$ cat config.mk
export PLATFORM = sky130hd
export DESIGN_NAME = dallanma_cozucu_blogu
export DESIGN_NICKNAME = d
export VERILOG_FILES = /design/src/rtl/dallanma_cozucu_blogu.sv
export SDC_FILE = /design/constraint.sdc
export NUM_CORES = 1
export LEC_CHECK = 0
export CORE_MARGIN = 4
export CORE_UTILIZATION = 59
export DETAILED_ROUTE_END_ITERATION = 8
export PLACE_DENSITY = 0.85
export SKIP_CTS_REPAIR_TIMING = 1
export SLEW_MARGIN = 0
export SYNTH_ARGS = -nofsm -noshare
export SYNTH_HDL_FRONTEND = slang
export SYNTH_SLANG_ARGS = --single-unit
$ cat constraint.sdc
create_clock -name clk_i -period 11.8 [get_ports clk_i]
set_input_delay 1.18 -clock clk_i [delete_from_list [all_inputs] [get_ports clk_i]]
set_output_delay 1.18 -clock clk_i [all_outputs]
set_load 0.05 [all_outputs]
$ cat src/rtl/dallanma_cozucu_blogu.sv
// ============================================================================
// dallanma_cozucu_blogu : execute-stage branch resolver, prediction FIFO + flush
// Rev 1.0
// ============================================================================
`default_nettype none

module dallanma_cozucu_blogu #(
    parameter int DERINLIK        = 4,
    parameter int BOSALTMA_CEVRIM = 2
) (
    input  logic        clk_i,
    input  logic        rst_i,
    input  logic        ongoru_gecerli_i,
    input  logic [31:0] ongoru_ps_i,
    input  logic [31:0] ongoru_hedef_i,
    input  logic        cozum_gecerli_i,
    input  logic        cozum_atladi_i,
    input  logic [31:0] cozum_hedef_i,
    output logic        fifo_dolu_o,
    output logic        fifo_bos_o,
    output logic        guncelle_gecerli_o,
    output logic        guncelle_atladi_o,
    output logic [31:0] guncelle_ps_o,
    output logic [31:0] guncelle_hedef_adresi_o,
    output logic        dallanma_hata_o,
    output logic [31:0] duzeltilmis_ps_o,
    output logic        bosalt_o,
    output logic [31:0] hata_sayisi_o,
    output logic [31:0] cozum_sayisi_o
);

    localparam int AW = (DERINLIK > 1) ? $clog2(DERINLIK) : 1;
    localparam int SW = (BOSALTMA_CEVRIM > 1) ? $clog2(BOSALTMA_CEVRIM) : 1;
    localparam logic [AW:0]   C_DOLU_SAYI = (AW+1)'(DERINLIK);
    localparam logic [SW-1:0] C_SAYAC_YUK = SW'(BOSALTMA_CEVRIM - 1);

    localparam logic [0:0] NORMAL = 1'b0;
    localparam logic [0:0] BOSALT = 1'b1;

    logic [31:0]   mem_ps_q    [DERINLIK];
    logic [31:0]   mem_hedef_q [DERINLIK];
    logic [AW-1:0] rd_ptr_q, rd_ptr_d, wr_ptr_q, wr_ptr_d;
    logic [AW:0]   count_q, count_d;
    logic [0:0]    state_q, state_d;
    logic [SW-1:0] sayac_q, sayac_d;
    logic          dolu_q, dolu_d, bos_q, bos_d;
    logic          upd_q, upd_d, upd_atladi_q, upd_atladi_d, hata_q, hata_d;
    logic [31:0]   upd_ps_q, upd_ps_d, upd_hedef_q, upd_hedef_d, duz_ps_q, duz_ps_d;
    logic [31:0]   hata_say_q, hata_say_d, cozum_say_q, cozum_say_d;

    logic        w_normal, w_push, w_pop, w_hata;
    logic [31:0] w_gercek_ps;

    always_comb begin
        w_normal    = (state_q == NORMAL);
        w_pop       = cozum_gecerli_i && w_normal && (count_q != '0);
        w_push      = ongoru_gecerli_i && w_normal && ((count_q != C_DOLU_SAYI) || w_pop);
        w_gercek_ps = cozum_atladi_i ? cozum_hedef_i : (mem_ps_q[rd_ptr_q] + 32'd4);
        w_hata      = w_pop && (w_gercek_ps != mem_hedef_q[rd_ptr_q]);
    end

    always_comb begin
        rd_ptr_d     = rd_ptr_q;
        wr_ptr_d     = wr_ptr_q;
        count_d      = count_q;
        state_d      = state_q;
        sayac_d      = sayac_q;
        upd_d        = w_pop;
        hata_d       = w_hata;
        upd_atladi_d = upd_atladi_q;
        upd_ps_d     = upd_ps_q;
        upd_hedef_d  = upd_hedef_q;
        duz_ps_d     = duz_ps_q;
        hata_say_d   = hata_say_q;
        cozum_say_d  = cozum_say_q;

        if (w_push) wr_ptr_d = wr_ptr_q + 1'b1;
        if (w_pop)  rd_ptr_d = rd_ptr_q + 1'b1;
        if (w_push && !w_pop)      count_d = count_q + 1'b1;
        else if (w_pop && !w_push) count_d = count_q - 1'b1;

        if (w_pop) begin
            upd_atladi_d = cozum_atladi_i;
            upd_ps_d     = mem_ps_q[rd_ptr_q];
            upd_hedef_d  = cozum_hedef_i;
            if (cozum_say_q != 32'hFFFF_FFFF) cozum_say_d = cozum_say_q + 32'd1;
        end

        // Everything younger than a mispredicted branch is wrong-path, so drop it all.
        if (w_hata) begin
            duz_ps_d = w_gercek_ps;
            if (hata_say_q != 32'hFFFF_FFFF) hata_say_d = hata_say_q + 32'd1;
            state_d  = BOSALT;
            sayac_d  = C_SAYAC_YUK;
            rd_ptr_d = '0;
            wr_ptr_d = '0;
            count_d  = '0;
        end

        if (state_q == BOSALT) begin
            if (sayac_q == '0) state_d = NORMAL;
            else               sayac_d = sayac_q - 1'b1;
        end

        dolu_d = (count_d == C_DOLU_SAYI);
        bos_d  = (count_d == '0);
    end

    always_ff @(posedge clk_i) begin
        if (rst_i) begin
            rd_ptr_q     <= '0;
            wr_ptr_q     <= '0;
            count_q      <= '0;
            state_q      <= NORMAL;
            sayac_q      <= '0;
            dolu_q       <= 1'b0;
            bos_q        <= 1'b1;
            upd_q        <= 1'b0;
            upd_atladi_q <= 1'b0;
            upd_ps_q     <= '0;
            upd_hedef_q  <= '0;
            hata_q       <= 1'b0;
            duz_ps_q     <= '0;
            hata_say_q   <= '0;
            cozum_say_q  <= '0;
        end else begin
            rd_ptr_q     <= rd_ptr_d;
            wr_ptr_q     <= wr_ptr_d;
            count_q      <= count_d;
            state_q      <= state_d;
            sayac_q      <= sayac_d;
            dolu_q       <= dolu_d;
            bos_q        <= bos_d;
            upd_q        <= upd_d;
            upd_atladi_q <= upd_atladi_d;
            upd_ps_q     <= upd_ps_d;
            upd_hedef_q  <= upd_hedef_d;
            hata_q       <= hata_d;
            duz_ps_q     <= duz_ps_d;
            hata_say_q   <= hata_say_d;
            cozum_say_q  <= cozum_say_d;
        end
    end

    // Storage needs no reset: an entry is only read after being written.
    always_ff @(posedge clk_i) begin
        if (w_push) begin
            mem_ps_q[wr_ptr_q]    <= ongoru_ps_i;
            mem_hedef_q[wr_ptr_q] <= ongoru_hedef_i;
        end
    end

    assign fifo_dolu_o             = dolu_q;
    assign fifo_bos_o              = bos_q;
    assign guncelle_gecerli_o      = upd_q;
    assign guncelle_atladi_o       = upd_atladi_q;
    assign guncelle_ps_o           = upd_ps_q;
    assign guncelle_hedef_adresi_o = upd_hedef_q;
    assign dallanma_hata_o         = hata_q;
    assign duzeltilmis_ps_o        = duz_ps_q;
    assign bosalt_o                = (state_q == BOSALT);
    assign hata_sayisi_o           = hata_say_q;
    assign cozum_sayisi_o          = cozum_say_q;

endmodule

`default_nettype wire

==> reports/metrics.yaml <==
status: "complete, no violations"
vdd_drop_max_mv: 0.134
r2r-end: "hata_sayisi_o[25]"
clk_pin_slew_worst_paths_ns: 0.06
vias_per_cell: 6.25
grtUsageTotal_pct: 29.8
dp_slack_ns: 5.60
yosysTopAreaCell: "edfxtp_1"
root_buffer: "clkbuf_16"
hold-path-endpoint: "guncelle_ps_o[14]"
rows: 64
drive_gt1_share_pct: 9.55
finalSetupViolCount: 0
end_kind: "register"
areaGrowthSynthToFinish_pct: 23.0
final_util_pct: 74.2
crit_slowest_cell: "dfxtp_4"
syn_avg_cell_area_um2: 12.3
synth.area.top_cells: "edfxtp_1 41%, dfxtp_1 19%, mux4_2 7.7%"
tightestPinTransition_ns: 1.12
synth-seq-cells: 432
dp_hpwl_um: 36000
layout_setup_ws_ns: 5.63
die-area_um2: 34500
period_needed_ns: 6.17
worst_r2r_path_depth: 13
cts_sinks: 432
avgRoutedWirePerCell_um: 24.0
crit_buf_inv: 2
relSlewSlack_pct: 25.3
die_h_um: 186
critPathKind: "reg -> reg"
cp.required_ns: 12.22
drt_wl_total_um: 52700
hp-class: "reg -> reg"
layout.nets: 1877
drcViolationCount: 0
critPathMaxFanout: 36
portBuffers: 266
rrSetupSlack_ns: 5.63
slew_violations: 0
yosys.cell_types.count: 75
insertion_delay_ns: 0.55
overflow: 0
grt_max_degree: 100
synth_edf_count: 256
ios: 267
rsz0062_at_grt: "no"
fin_crit_sh_pct: 52.3
start_util_pct: 60.3
grt_pass1_wl_um: 78700
hold_viol: 0
synth_ff_type: "edfxtp_1"
drt_first_pass_iters: 6
synthTopCellsByCount: "256 x edfxtp_1, 208 x nand2_1, 176 x dfxtp_1"
coreArea_um2: 30900
synth_top_area_share_pct: 41.2
crit_path_start_kind: "register"
n_fill_cell: 2015
seq_area_frac_synth_pct: 60.1
leakage_uw: 0.00745
h-tree-depth: 2
ys_warn_count: 0
yosysMostFrequentCell: "edfxtp_1"
antenna_found_initial: 1
synth_nets: 1632
fin_tns_setup_ns: 0
worstHoldStart: "guncelle_ps_o[14]"
synth_cells: 1521
pwr-share-clk_pct: 34.4
grt_pass1_vias: 13300
p_seq_share_pct: 46.1
netSwitchingPower_uw: 1110
pwr-share-comb_pct: 19.5
whs_path_depth: 2
power_density_nw_per_um2: 168
vias: 13700
tritoncts: "yes"
max_stage_delay_ns: 0.81
worstPathArrival_ns: 6.59
path_cells: "buf_4, mux4_2, nand3_2, or4_4, nor2_1, xor3_1, a2111oi_0, o221ai_1, nor4_4, buf_4, or2_1, nor3_1, mux2_1"
ant_nets: 0
synth-async-reset-ratio_pct: 0
worst_path_dominant_cell_family: "simple AND/OR/NAND/NOR gates"
numCtsBuffers: 43
finClkSkew_ns: 0.0164
die_w_um: 186
sw_frac_of_total_pct: 28.8
cap_violations: 0
p_int_uw: 2740
syn_area_um2: 18600
max_freq_mhz: 162
cpMostUsedCell: "buf_4"
routabilityCongestion: 1.01
drt_iter0_drc: 1558
clk_path_buf_depth: 3
final cells by class:
class,instances,area (um2),share of cell area [%]
Sequential cell,432,11200,48.9
Multi-Input combinational cell,991,7010,30.6
Timing Repair Buffer,279,2760,12.0
Clock buffer,67,1270,5.53
Tap cell,396,495,2.16
Clock inverter,13,108,0.469
Inverter,19,71.3,0.311
Antenna cell,1,2.50,0.0109
per-layer routing:
metal | vias to the layer above | global-route usage (%) | part of all wire, %
met5 | - | 0 | 0
met4 | 0 | 9.04 | 3.2
met3 | 126 | 4.28 | 9.3
met2 | 858 | 50.2 | 49
met1 | 6667 | 40.8 | 38
li1 | 6096 | - | -
cells by family after synthesis:
logic type / after synthesis / synth area share, %
AND/OR/NAND/NOR: 551 / 14.5
flip-flops: 432 / 60.1
AO/OA/AOI/OAI: 207 / 6.47
multiplexers: 112 / 10.4
XOR/XNOR: 111 / 5.52
buffers and inverters: 98 / 2.32
adder cells (fa/ha/maj): 10 / 0.671
per-stage QoR:
step	hold slack [ns]	area, um2	power, uW	instances
after floorplan	0.442	18600	2260	1521
after global placement	0.441	21600	2520	2117
after detailed placement	0.448	21600	2540	2117
after CTS	0.455	22900	3860	2197
after global routing	0.485	22900	3970	2198
final	0.453	22900	3850	2198
registers in the layout (all words and copies together), names as in the netlist, 2 cells and up, named ones only:
name	cells
guncelle_hedef_adresi_o	32
count_q	3
rd_ptr_q	2
cozum_sayisi_o	32
hata_sayisi_o	32
mem_ps_q	128
duzeltilmis_ps_o	32
wr_ptr_q	2
mem_hedef_q	128
guncelle_ps_o	32
worst register-to-register path, cell delays in order, from the launching register on:
cell and delay (ns):
dfxtp_4 0.81, buf_4 0.70, mux4_2 0.48, nand3_2 0.23, or4_4 0.60, nor2_1 0.35, xor3_1 0.40, a2111oi_0 0.36
o221ai_1 0.25, nor4_4 0.32, buf_4 0.34, or2_1 0.70, nor3_1 0.15, mux2_1 0.35
power by group through the flow:
stage,Combinational [uW],Sequential [uW],Clock [uW]
3_3_place_gp,728,1790,0
3_5_place_dp,738,1800,0
4_1_cts,746,1770,1340
6_report,750,1770,1320
2_1_floorplan,327,1940,0
5_1_grt,789,1780,1400
worst max path at each step:
stage	startpoint	endpoint	cells past startpoint
2_1_floorplan	register	hata_sayisi_o[31]	17
3_3_place_gp	register	hata_sayisi_o[27]	13
3_5_place_dp	register	hata_sayisi_o[25]	13
4_1_cts	register	hata_sayisi_o[25]	13
5_1_grt	register	hata_sayisi_o[25]	13
6_report	register	hata_sayisi_o[25]	13
layout by cell type, fill, tap and decap left out, types with 16 or more instances in the layout:
master             n
clkbuf_1          16
clkdlybuf4s50_1  264
nand3_1           38
dfxtp_1          174
nor3_1            28
o21ai_0           42
a21oi_1           98
xor2_1            43
mux2i_1           39
or3_1             19
clkbuf_16         45
mux4_2            64
nand4_1           27
inv_1             19
nand2_1          208
xnor2_1           64
nor2_1           111
edfxtp_1         256
Power figures use the tool's default switching activity.
